===== config.mk =====
export PLATFORM = sky130hd
export DESIGN_NAME = sparse_decoder
export DESIGN_NICKNAME = d
export VERILOG_FILES = /design/src/rtl/sparse_decoder.sv
export SDC_FILE = /design/constraint.sdc
export NUM_CORES = 1
export LEC_CHECK = 0
export BUFFER_PORTS_ARGS = -buffer_cell sky130_fd_sc_hd__clkbuf_2
export CELL_PAD_IN_SITES_DETAIL_PLACEMENT = 0
export CELL_PAD_IN_SITES_GLOBAL_PLACEMENT = 2
export CORE_ASPECT_RATIO = 0.9
export CORE_MARGIN = 4
export CORE_UTILIZATION = 42
export CTS_BUF_LIST = sky130_fd_sc_hd__clkbuf_2
export DETAILED_ROUTE_END_ITERATION = 10
export PLACE_DENSITY_LB_ADDON = 0.1
export SYNTH_ARGS = -nofsm -noshare
export SYNTH_HDL_FRONTEND = slang
export SYNTH_SLANG_ARGS = --single-unit

===== constraint.sdc =====
create_clock -name clk -period 4.05 [get_ports clk]
set_input_delay 0 -clock clk [delete_from_list [all_inputs] [get_ports clk]]
set_output_delay 0 -clock clk [all_outputs]
set_load 0.005 [all_outputs]

===== src/rtl/sparse_decoder.sv =====
// Sparse-vector RLE decoder: credit-limited SRAM prefetch, skip-to-index conversion, output FIFO.
// Optional feature: define SPARSE_DECODER_OVF_CHECK_EN for the sticky index_ovf flag.
module sparse_decoder #(
   parameter int ADDR_W        = 10,
   parameter int SRAM_LAT      = 3,
   parameter int OUT_BUF_DEPTH = 4
) (
   input  logic              clk,
   input  logic              rst_n,
   input  logic              start,
   input  logic [ADDR_W-1:0] base_addr,
   input  logic [ADDR_W:0]   nnz_count,
   output logic              busy,
   output logic              done,
   output logic              sram_rd_en,
   output logic [ADDR_W-1:0] sram_rd_addr,
   input  logic [31:0]       sram_rd_data,
   output logic              out_valid,
   input  logic              out_ready,
   output logic [31:0]       out_data,
   output logic              out_last,
   output logic              index_ovf
);
   localparam int INDEX_W = 16;
   localparam int PTR_W   = $clog2(OUT_BUF_DEPTH);
   localparam int CNT_W   = PTR_W + 1;
   localparam int OCC_W   = CNT_W + 1;
   localparam logic [ADDR_W:0] ONE = 1;

   typedef struct packed { logic [15:0] value; logic [15:0] skip; } sram_data_t;
   typedef struct packed { logic [15:0] value; logic [INDEX_W-1:0] index; } decoder_data_t;
   typedef struct packed { decoder_data_t data; logic last; } fifo_entry_t;
   typedef enum logic [1:0] {IDLE, FETCH, DRAIN, DONE} state_t;

   state_t              state_q, state_d;
   logic [ADDR_W-1:0]   base_q;
   logic [ADDR_W:0]     nnz_q, issue_k, arr_k, left_q;
   logic [SRAM_LAT:1]   vld_q;
   logic [SRAM_LAT:0]   vld_pipe;
   logic [CNT_W-1:0]    inflight, fifo_cnt;
   logic [OCC_W-1:0]    occ_next;
   logic [PTR_W-1:0]    wr_ptr, rd_ptr;
   logic [INDEX_W-1:0]  idx_acc, idx_new;
   logic                first_q, accept, push, pop, credit, last_issue;
   sram_data_t          rd;
   fifo_entry_t         push_e;
   fifo_entry_t         fifo_mem [OUT_BUF_DEPTH];

   assign accept   = (state_q == IDLE) && start;
   assign out_valid = (fifo_cnt != '0);
   assign pop      = out_valid && out_ready;
   assign vld_pipe = {vld_q, sram_rd_en};
   assign push     = vld_pipe[SRAM_LAT];
   assign rd       = sram_rd_data;

   // Occupancy after this cycle's pop; in-flight reads already own a FIFO slot.
   assign occ_next     = OCC_W'(fifo_cnt) + OCC_W'(inflight) - OCC_W'(pop);
   assign credit       = occ_next < OCC_W'(OUT_BUF_DEPTH);
   assign sram_rd_en   = (state_q == FETCH) && credit;
   assign sram_rd_addr = base_q + issue_k[ADDR_W-1:0];
   assign last_issue   = (issue_k == nnz_q - ONE);

   assign busy     = (state_q == FETCH) || (state_q == DRAIN);
   assign done     = (state_q == DONE);
   assign out_data = out_valid ? fifo_mem[rd_ptr].data : '0;
   assign out_last = out_valid ? fifo_mem[rd_ptr].last : 1'b0;

`ifdef SPARSE_DECODER_OVF_CHECK_EN
   logic [INDEX_W:0] sum_w;
   logic             ovf_q;
   assign sum_w     = {1'b0, idx_acc} + {1'b0, rd.skip} + (INDEX_W+1)'(1);
   assign idx_new   = first_q ? rd.skip : sum_w[INDEX_W-1:0];
   assign index_ovf = ovf_q;
   always_ff @(posedge clk or negedge rst_n) begin
      if (!rst_n)                                   ovf_q <= 1'b0;
      else if (accept)                              ovf_q <= 1'b0;
      else if (push && !first_q && sum_w[INDEX_W])  ovf_q <= 1'b1;
   end
`else
   assign idx_new   = first_q ? rd.skip : idx_acc + rd.skip + INDEX_W'(1);
   assign index_ovf = 1'b0;
`endif

   always_comb begin
      push_e            = '0;
      push_e.data.value = rd.value;
      push_e.data.index = idx_new;
      push_e.last       = (arr_k == nnz_q - ONE);
   end

   // A zero-length vector passes through DRAIN so busy is seen for one cycle.
   always_comb begin
      state_d = state_q;
      case (state_q)
         IDLE:  if (start) state_d = (nnz_count == '0) ? DRAIN : FETCH;
         FETCH: if (sram_rd_en && last_issue) state_d = DRAIN;
         DRAIN: if ((left_q == '0) || ((left_q == ONE) && pop)) state_d = DONE;
         DONE:  state_d = IDLE;
         default: state_d = IDLE;
      endcase
   end

   always_ff @(posedge clk or negedge rst_n) begin
      if (!rst_n) begin
         state_q  <= IDLE;
         base_q   <= '0;
         nnz_q    <= '0;
         issue_k  <= '0;
         arr_k    <= '0;
         left_q   <= '0;
         vld_q    <= '0;
         inflight <= '0;
         fifo_cnt <= '0;
         wr_ptr   <= '0;
         rd_ptr   <= '0;
         idx_acc  <= '0;
         first_q  <= 1'b1;
      end else begin
         state_q  <= state_d;
         vld_q    <= vld_pipe[SRAM_LAT-1:0];
         inflight <= inflight + CNT_W'(sram_rd_en) - CNT_W'(push);
         fifo_cnt <= fifo_cnt + CNT_W'(push) - CNT_W'(pop);
         if (accept) begin
            base_q  <= base_addr;
            nnz_q   <= nnz_count;
            left_q  <= nnz_count;
            issue_k <= '0;
            arr_k   <= '0;
            idx_acc <= '0;
            first_q <= 1'b1;
         end
         if (sram_rd_en) issue_k <= issue_k + ONE;
         if (push) begin
            idx_acc <= idx_new;
            first_q <= 1'b0;
            arr_k   <= arr_k + ONE;
            wr_ptr  <= wr_ptr + PTR_W'(1);
         end
         if (pop) begin
            rd_ptr <= rd_ptr + PTR_W'(1);
            left_q <= left_q - ONE;
         end
      end
   end

   always_ff @(posedge clk) begin
      if (push) fifo_mem[wr_ptr] <= push_e;
   end
endmodule


==> results of run 1 <==
## repair_timing
item / in CTS / in global routing
hold buffers: 150 / 0
endpoints found under the setup margin: 0 / 0
hold endpoints to repair: 279 / 0
## cells in the final DEF (no fill, tap or decap), drive strengths merged, types with 6 or more instances in the layout
cell and instances:
a21o 12, buf 17, o31ai 9, nor2b 9, nor4 8, nand2b 6
nor2 43, nor3 9, o21a 8, and3 8, dlygate4sd3 149, mux4 33
edfxtp 132, xor2 24, clkbuf 184, clkinv 20, o21ai 60, nand2 123
a21oi 31, inv 43, nand3 19, xnor2 33, ha 45, mux2i 6
and2 44, nand4 6, dfrtp 85
## cell families after synthesis
| logic type | Yosys count | share of synthesized area |
|---|---|---|
| adder cells (fa/ha/maj) | 49 | 0.0590 |
| XOR/XNOR | 57 | 0.0458 |
| AO/OA/AOI/OAI | 154 | 0.0882 |
| AND/OR/NAND/NOR | 300 | 0.138 |
| other | 1 | 0.000344 |
| multiplexers | 44 | 0.0793 |
| buffers and inverters | 79 | 0.0278 |
| flip-flops | 218 | 0.562 |
## Yosys cell counts (3+ instances only)
| cell | instances |
|---|---|
| sky130_fd_sc_hd__nand3_1 | 19 |
| sky130_fd_sc_hd__a31oi_1 | 5 |
| sky130_fd_sc_hd__or3_1 | 5 |
| sky130_fd_sc_hd__a221o_1 | 5 |
| sky130_fd_sc_hd__nor4_1 | 6 |
| sky130_fd_sc_hd__and4b_1 | 3 |
| sky130_fd_sc_hd__and3_1 | 8 |
| sky130_fd_sc_hd__o21a_1 | 8 |
| sky130_fd_sc_hd__nor4b_1 | 3 |
| sky130_fd_sc_hd__a21oi_1 | 31 |
| sky130_fd_sc_hd__o21ai_1 | 4 |
| sky130_fd_sc_hd__xnor2_1 | 33 |
| sky130_fd_sc_hd__edfxtp_1 | 132 |
| sky130_fd_sc_hd__nor2_1 | 43 |
| sky130_fd_sc_hd__inv_1 | 40 |
| sky130_fd_sc_hd__nand4_1 | 6 |
| sky130_fd_sc_hd__o21bai_1 | 3 |
| sky130_fd_sc_hd__a21o_1 | 12 |
| sky130_fd_sc_hd__nor3b_1 | 3 |
| sky130_fd_sc_hd__o31ai_1 | 9 |
| sky130_fd_sc_hd__nor3_1 | 8 |
| sky130_fd_sc_hd__o211ai_1 | 3 |
| sky130_fd_sc_hd__mux2i_1 | 6 |
| sky130_fd_sc_hd__and2_1 | 44 |
| sky130_fd_sc_hd__nand2b_1 | 6 |
| sky130_fd_sc_hd__buf_1 | 6 |
| sky130_fd_sc_hd__ha_1 | 45 |
| sky130_fd_sc_hd__nor2b_1 | 9 |
| sky130_fd_sc_hd__mux4_2 | 33 |
| sky130_fd_sc_hd__mux2_2 | 4 |
| sky130_fd_sc_hd__fa_1 | 4 |
| sky130_fd_sc_hd__o21ai_0 | 56 |
| sky130_fd_sc_hd__dfrtp_1 | 85 |
| sky130_fd_sc_hd__clkbuf_1 | 29 |
| sky130_fd_sc_hd__xor2_1 | 24 |
| sky130_fd_sc_hd__a211oi_1 | 3 |
| sky130_fd_sc_hd__or2_2 | 3 |
| sky130_fd_sc_hd__nand2_1 | 123 |
## final cells by class
cell class / instances / area, um2 / share of cell area
inverter: 41 / 154 / 0.0111
sequential: 218 / 6120 / 0.442
multi-input combinational: 605 / 4480 / 0.323
tap: 342 / 428 / 0.0309
clock buffer: 82 / 410 / 0.0296
clock inverter: 22 / 101 / 0.00732
antenna: 1 / 2.50 / 0.000181
timing repair buffer: 268 / 2150 / 0.156
## power by group through the flow
| stage | clock, mW | sequential [mW] | combinational [mW] |
|---|---|---|---|
| 2_1_floorplan | 0 | 3.11 | 2.55 |
| 3_3_place_gp | 0 | 3.37 | 3.36 |
| 3_5_place_dp | 0 | 3.37 | 3.37 |
| 4_1_cts | 1.56 | 3.32 | 3.73 |
| 5_1_grt | 1.67 | 3.39 | 4.14 |
| 6_report | 1.47 | 3.31 | 3.67 |
## per-stage QoR
step                instances  instance area, um2  setup slack (ns)  hold slack [ns]  utilization
floorplan                 902               10900             0.809           -0.296            -
global placement         1324               11800             0.484           0.0203        0.467
detailed placement       1324               11800             0.425           0.0317        0.467
CTS                      1578               13800             0.220           0.0160        0.547
global route             1579               13800            0.0136           0.0709        0.547
finish                   1579               13800             0.368            0.114        0.547
## path summary, 6_finish.rpt
| check | to | depth (start not counted) | from |
|---|---|---|---|
| worst max register to register | inflight[2] | 11 | fifo_cnt[1] |
| worst max-delay path | sram_rd_en | 9 | fifo_cnt[1] |
| worst min register to register | vld_q[2] | 0 | vld_q[1] |
| worst min-delay path | idx_acc[13] | 4 | sram_rd_data[13] |
| max in group asynchronous | first_q | 4 | rst_n |
| min in group asynchronous | idx_acc[11] | 4 | rst_n |
## flip-flops by register name, summed over array words and instances, names as in the netlist
| register | cells |
|---|---|
| arr_k | 11 |
| base_q | 10 |
| fifo_cnt | 3 |
| fifo_mem | 132 |
| first_q | 1 |
| idx_acc | 16 |
| inflight | 3 |
| issue_k | 11 |
| left_q | 11 |
| nnz_q | 11 |
| rd_ptr | 2 |
| state_q | 2 |
| vld_q | 3 |
| wr_ptr | 2 |
## critical path, stage by stage (launching register included)
cell	delay, ns
sky130_fd_sc_hd__dfrtp_1	0.45
sky130_fd_sc_hd__or3_1	0.38
sky130_fd_sc_hd__and2_1	0.28
sky130_fd_sc_hd__nand2_1	0.15
sky130_fd_sc_hd__ha_1	0.25
sky130_fd_sc_hd__and4b_1	0.21
sky130_fd_sc_hd__a211oi_2	0.30
sky130_fd_sc_hd__o211a_2	0.46
sky130_fd_sc_hd__inv_2	0.22
sky130_fd_sc_hd__clkbuf_2	0.18
## routing by layer
layer	wire (um)	part of all wire	GRT usage
met2	12300	0.48	0.304
met1	11500	0.45	0.241
met4	517	0.020	0.0562
met5	0	0	0
met3	1060	0.042	0.0353
==> impl_metrics.toml, run 1 <==
[synthesis]
syn-instance-count = 902
synth_edf_count = 132
area_of_the_mapped_netlist_um2 = 10900
synth.yosys.seq_area_share = 0.562
yosys.area.top_type = "sky130_fd_sc_hd__edfxtp_1"
synth_top_area_share = 0.364
asyncSetResetFlopFracSynth = 0.394
yosys.cell_types.count = 68
syn_nets = 1008
postSynth.topFlopCell = "sky130_fd_sc_hd__edfxtp_1"
post_synth_main_area_contributors = "sky130_fd_sc_hd__edfxtp_1 (36%), sky130_fd_sc_hd__dfrtp_1 (20%), sky130_fd_sc_hd__mux4_2 (6.8%), sky130_fd_sc_hd__ha_1 (5.2%), sky130_fd_sc_hd__nand2_1 (4.2%)"
syn_area_per_cell_um2 = 12.1
postSynthRegisterBits = 218
synth_warnings = 0

[clock_tree]
cts_made_buffers = 57
tritoncts = "yes"
postCtsSetupBuffers = 0
post_cts_resize_count = 0
clkTransAtPathRegs_ns = 0.08
clock_sink_count = 218
clk_path_buf_depth = 3
clkLatencyLatePin_ns = 0.88
clock-root-buffer = "sky130_fd_sc_hd__clkbuf_2"
htree_num_levels = 2

[drt]
drcViolationCount = 0
via_per_inst = 4.93
drtAntennaViolNets = 0
avgRoutedWirePerCell_um = 16.1
routed_wl_um = 25400
routed-via-count = 7786
dr.pass1.iters = 5
drt_iter0_drcs = 353

[critical_path]
worstPathArrival_ns = 3.68
worst_ep_required_time_ns = 4.05
kind_of_start_point_of_the_critical_path = "flip-flop"
crit_path_max_fanout = 15
path_class = "reg2out"
register_to_register_setup_slack_ns = 0.45
cp-end-kind = "primary output"

[finish]
area_delta_synth_final_pct = 27.1
post_route_cells_drive_above_1_share = 0.210
fillers = 2326
design.final.nets = 1297

[power_and_ir_drop]
post-layout-total-power_mw = 8.46
seq_power_share = 0.392
leakage_nw = 5.86
power_report.internal_total_mw = 5.28
sw_frac_of_total = 0.375
pwr-share-comb = 0.434
netSwitchingPower_mw = 3.18
power-per-cell-area_nw_per_um2 = 611
max-vdd-ir-drop_uv = 284
clkPwrFrac = 0.174

[timing]
finalWorstPathRequiredPeriod_ns = 3.68
timing.clock.skew_ns = 0.0781
setup-violations-final = 0
worst-slew-pin-transition_ns = 1.05
achievable-frequency_mhz = 272
grt_setup_unrepaired = "false"
final-hold-violation-count = 0
slew_headroom = 0.298
final_min_period_over_clock_period = 0.909
fin_setup_tns_ns = 0
timing.final.max_slew_violations = 0

[placement]
final_replace_weighted_congestion = 0.767
dp_hpwl_um = 16300
port_buffers = 103

[grt]
grt-ovfl-total = 0
antenna_found_initial = 1
grt_pass1_wl_um = 41700
number_of_global_route_vias_before_repair = 8136
grt_use_total = 0.182
grt_max_degree = 45

[run_status]
status = "finished clean"

[floorplanning]
fp.dieArea_um2 = 28600
design.core.area_um2 = 25300
die_w_um = 178
placement_rows = 55
design.portCount = 105
start_util = 0.430
die_h_um = 161

[flow_run]
max-cap-violations = 0

[worst_hold_path]
hold_path_class = "in2reg"
Power figures use the tool's default switching activity.
==> run 2: changes to the inputs <==
--- a/constraint.sdc
+++ b/constraint.sdc
@@ -3,2 +3,2 @@
 set_output_delay 0 -clock clk [all_outputs]
-set_load 0.005 [all_outputs]
+set_load 0.05 [all_outputs]
==> impl_metrics.toml, run 2 (synthesis results as in run 1) <==
[run_status]
status = "finished clean"

[timing]
timing.clock.skew_ns = 0.0873
worst-slew-pin-transition_ns = 0.998
setup-violations-final = 0
timing.hold.ws_ns = 0.118
final_min_period_over_clock_period = 0.911
timing.final.max_slew_violations = 0
fin_setup_tns_ns = 0
achievable-frequency_mhz = 271
grt_setup_unrepaired = "false"
finalWorstPathRequiredPeriod_ns = 3.69
final-hold-violation-count = 0
slew_headroom = 0.335

[placement]
placed_cells = 1323
final_replace_weighted_congestion = 0.778
port_buffers = 103
dp_hpwl_um = 16300

[clock_tree]
clkLatencyLatePin_ns = 0.86
clock-root-buffer = "sky130_fd_sc_hd__clkbuf_2"
clk_path_buf_depth = 3
tritoncts = "yes"
clkTransAtPathRegs_ns = 0.10
clock_sink_count = 218
htree_num_levels = 2
cts_made_buffers = 57

[floorplanning]
start_util = 0.430
fp.dieArea_um2 = 28600
design.portCount = 105
die_h_um = 161
design.core.area_um2 = 25300
die_w_um = 178
placement_rows = 55

[critical_path]
kind_of_start_point_of_the_critical_path = "flip-flop"
register_to_register_setup_slack_ns = 0.66
rr_worst_depth = 11
crit_path_start = "fifo_cnt[2]"
worst_ep_required_time_ns = 4.05
r2r-start = "fifo_cnt[2]"
worstReg2RegEnd = "inflight[2]"
path_class = "reg2out"
worstPathArrival_ns = 3.69
crit_path_max_fanout = 15
critical_path.endpoint = "sram_rd_en"
cp-end-kind = "primary output"

[drt]
via_per_inst = 4.98
drcViolationCount = 0
drtAntennaViolNets = 0
drt_iter0_drcs = 343
avgRoutedWirePerCell_um = 16.1
routed_wl_um = 25400
dr.pass1.iters = 5
routed-via-count = 7877

[finish]
largest_register_ffs = 132
most_frequent_cells_in_the_layout = "sky130_fd_sc_hd__clkbuf_2 (188), sky130_fd_sc_hd__dlygate4sd3_1 (149), sky130_fd_sc_hd__edfxtp_1 (132)"
registers_with_the_most_flip_flops = "fifo_mem x132, idx_acc x16"
post_layout_nonfiller_instances = 1581
design.final.nets = 1296
largest-register = "fifo_mem"
area_delta_synth_final_pct = 27.5
layout.cells.most_common = "sky130_fd_sc_hd__clkbuf_2"
post_route_cells_drive_above_1_share = 0.214

[power_and_ir_drop]
netSwitchingPower_mw = 4.27
max-vdd-ir-drop_uv = 407
clkPwrFrac = 0.158
sw_frac_of_total = 0.445
leakage_nw = 5.88
seq_power_share = 0.344
pwr-share-comb = 0.498
power-per-cell-area_nw_per_um2 = 691
power_report.internal_total_mw = 5.32

[grt]
antenna_found_initial = 1
grt_pass1_wl_um = 42000
grt_max_degree = 66
grt_use_total = 0.183
grt-ovfl-total = 0
number_of_global_route_vias_before_repair = 8164

[flow_run]
max-cap-violations = 0

[worst_hold_path]
hold_path_class = "in2reg"
==> run 2: worst min-delay path by stage <==
stage                                start        endpoint  slack [ns]  depth (start not counted)
final                      sram_rd_data[8]  fifo_mem[3][9]        0.12                          3
after global routing      sram_rd_data[14]     idx_acc[14]        0.06                          4
after CTS                 sram_rd_data[14]     idx_acc[14]        0.02                          4
after detailed placement      base_addr[7]       base_q[7]        0.19                          3
after global placement        base_addr[7]       base_q[7]        0.19                          3
after floorplan                      rst_n        arr_k[0]       -0.30                          0
==> run 2: metrics by stage <==
step	power, mW	util	setup slack, ns	instance area [um2]
floorplan	6.75	-	0.693	10900
global placement	7.82	0.467	0.474	11800
detailed placement	7.83	0.467	0.430	11800
CTS	9.73	0.548	0.0659	13900
global route	10.3	0.548	0.0368	13900
finish	9.59	0.548	0.360	13900
==> run 2: power by group through the flow <==
| stage | clock [mW] | combinational (mW) | sequential [mW] |
|---|---|---|---|
| 5_1_grt | 1.72 | 5.25 | 3.38 |
| 3_3_place_gp | 0 | 4.46 | 3.37 |
| 4_1_cts | 1.60 | 4.81 | 3.32 |
| 2_1_floorplan | 0 | 3.64 | 3.11 |
| 6_report | 1.51 | 4.78 | 3.30 |
| 3_5_place_dp | 0 | 4.47 | 3.37 |
==> run 2: cell type report <==
class | instances | area, um2
Multi-Input combinational cell | 605 | 4490
Clock buffer | 87 | 435
Tap cell | 342 | 428
Inverter | 41 | 156
Timing Repair Buffer | 267 | 2160
Sequential cell | 218 | 6120
Clock inverter | 20 | 100
Antenna cell | 1 | 2.50
Fill cell | 2312 | 11400
==> run 2: layer usage <==
metal,vias up,track usage,part of all wire
met1,3783,0.248,0.46
li1,3889,-,-
met4,0,0.0513,0.016
met3,38,0.0308,0.039
met2,167,0.305,0.49
met5,-,0,0
==> run 2: worst max-delay path, stage by stage, from the launching register on <==
cell	delay, ns
sky130_fd_sc_hd__dfrtp_1	0.43
sky130_fd_sc_hd__or3_1	0.39
sky130_fd_sc_hd__and2_1	0.27
sky130_fd_sc_hd__nand2_1	0.15
sky130_fd_sc_hd__ha_1	0.25
sky130_fd_sc_hd__and4b_1	0.21
sky130_fd_sc_hd__a211oi_2	0.34
sky130_fd_sc_hd__nand4_1	0.16
sky130_fd_sc_hd__o211a_4	0.24
sky130_fd_sc_hd__inv_4	0.17
sky130_fd_sc_hd__clkbuf_4	0.27
==> run 2: repair_timing <==
item	in CTS	in global routing
endpoints found under the setup margin	0	1
gates resized for setup	0	5
hold buffers	150	0
endpoints found under the hold margin	280	0
setup buffers	0	0
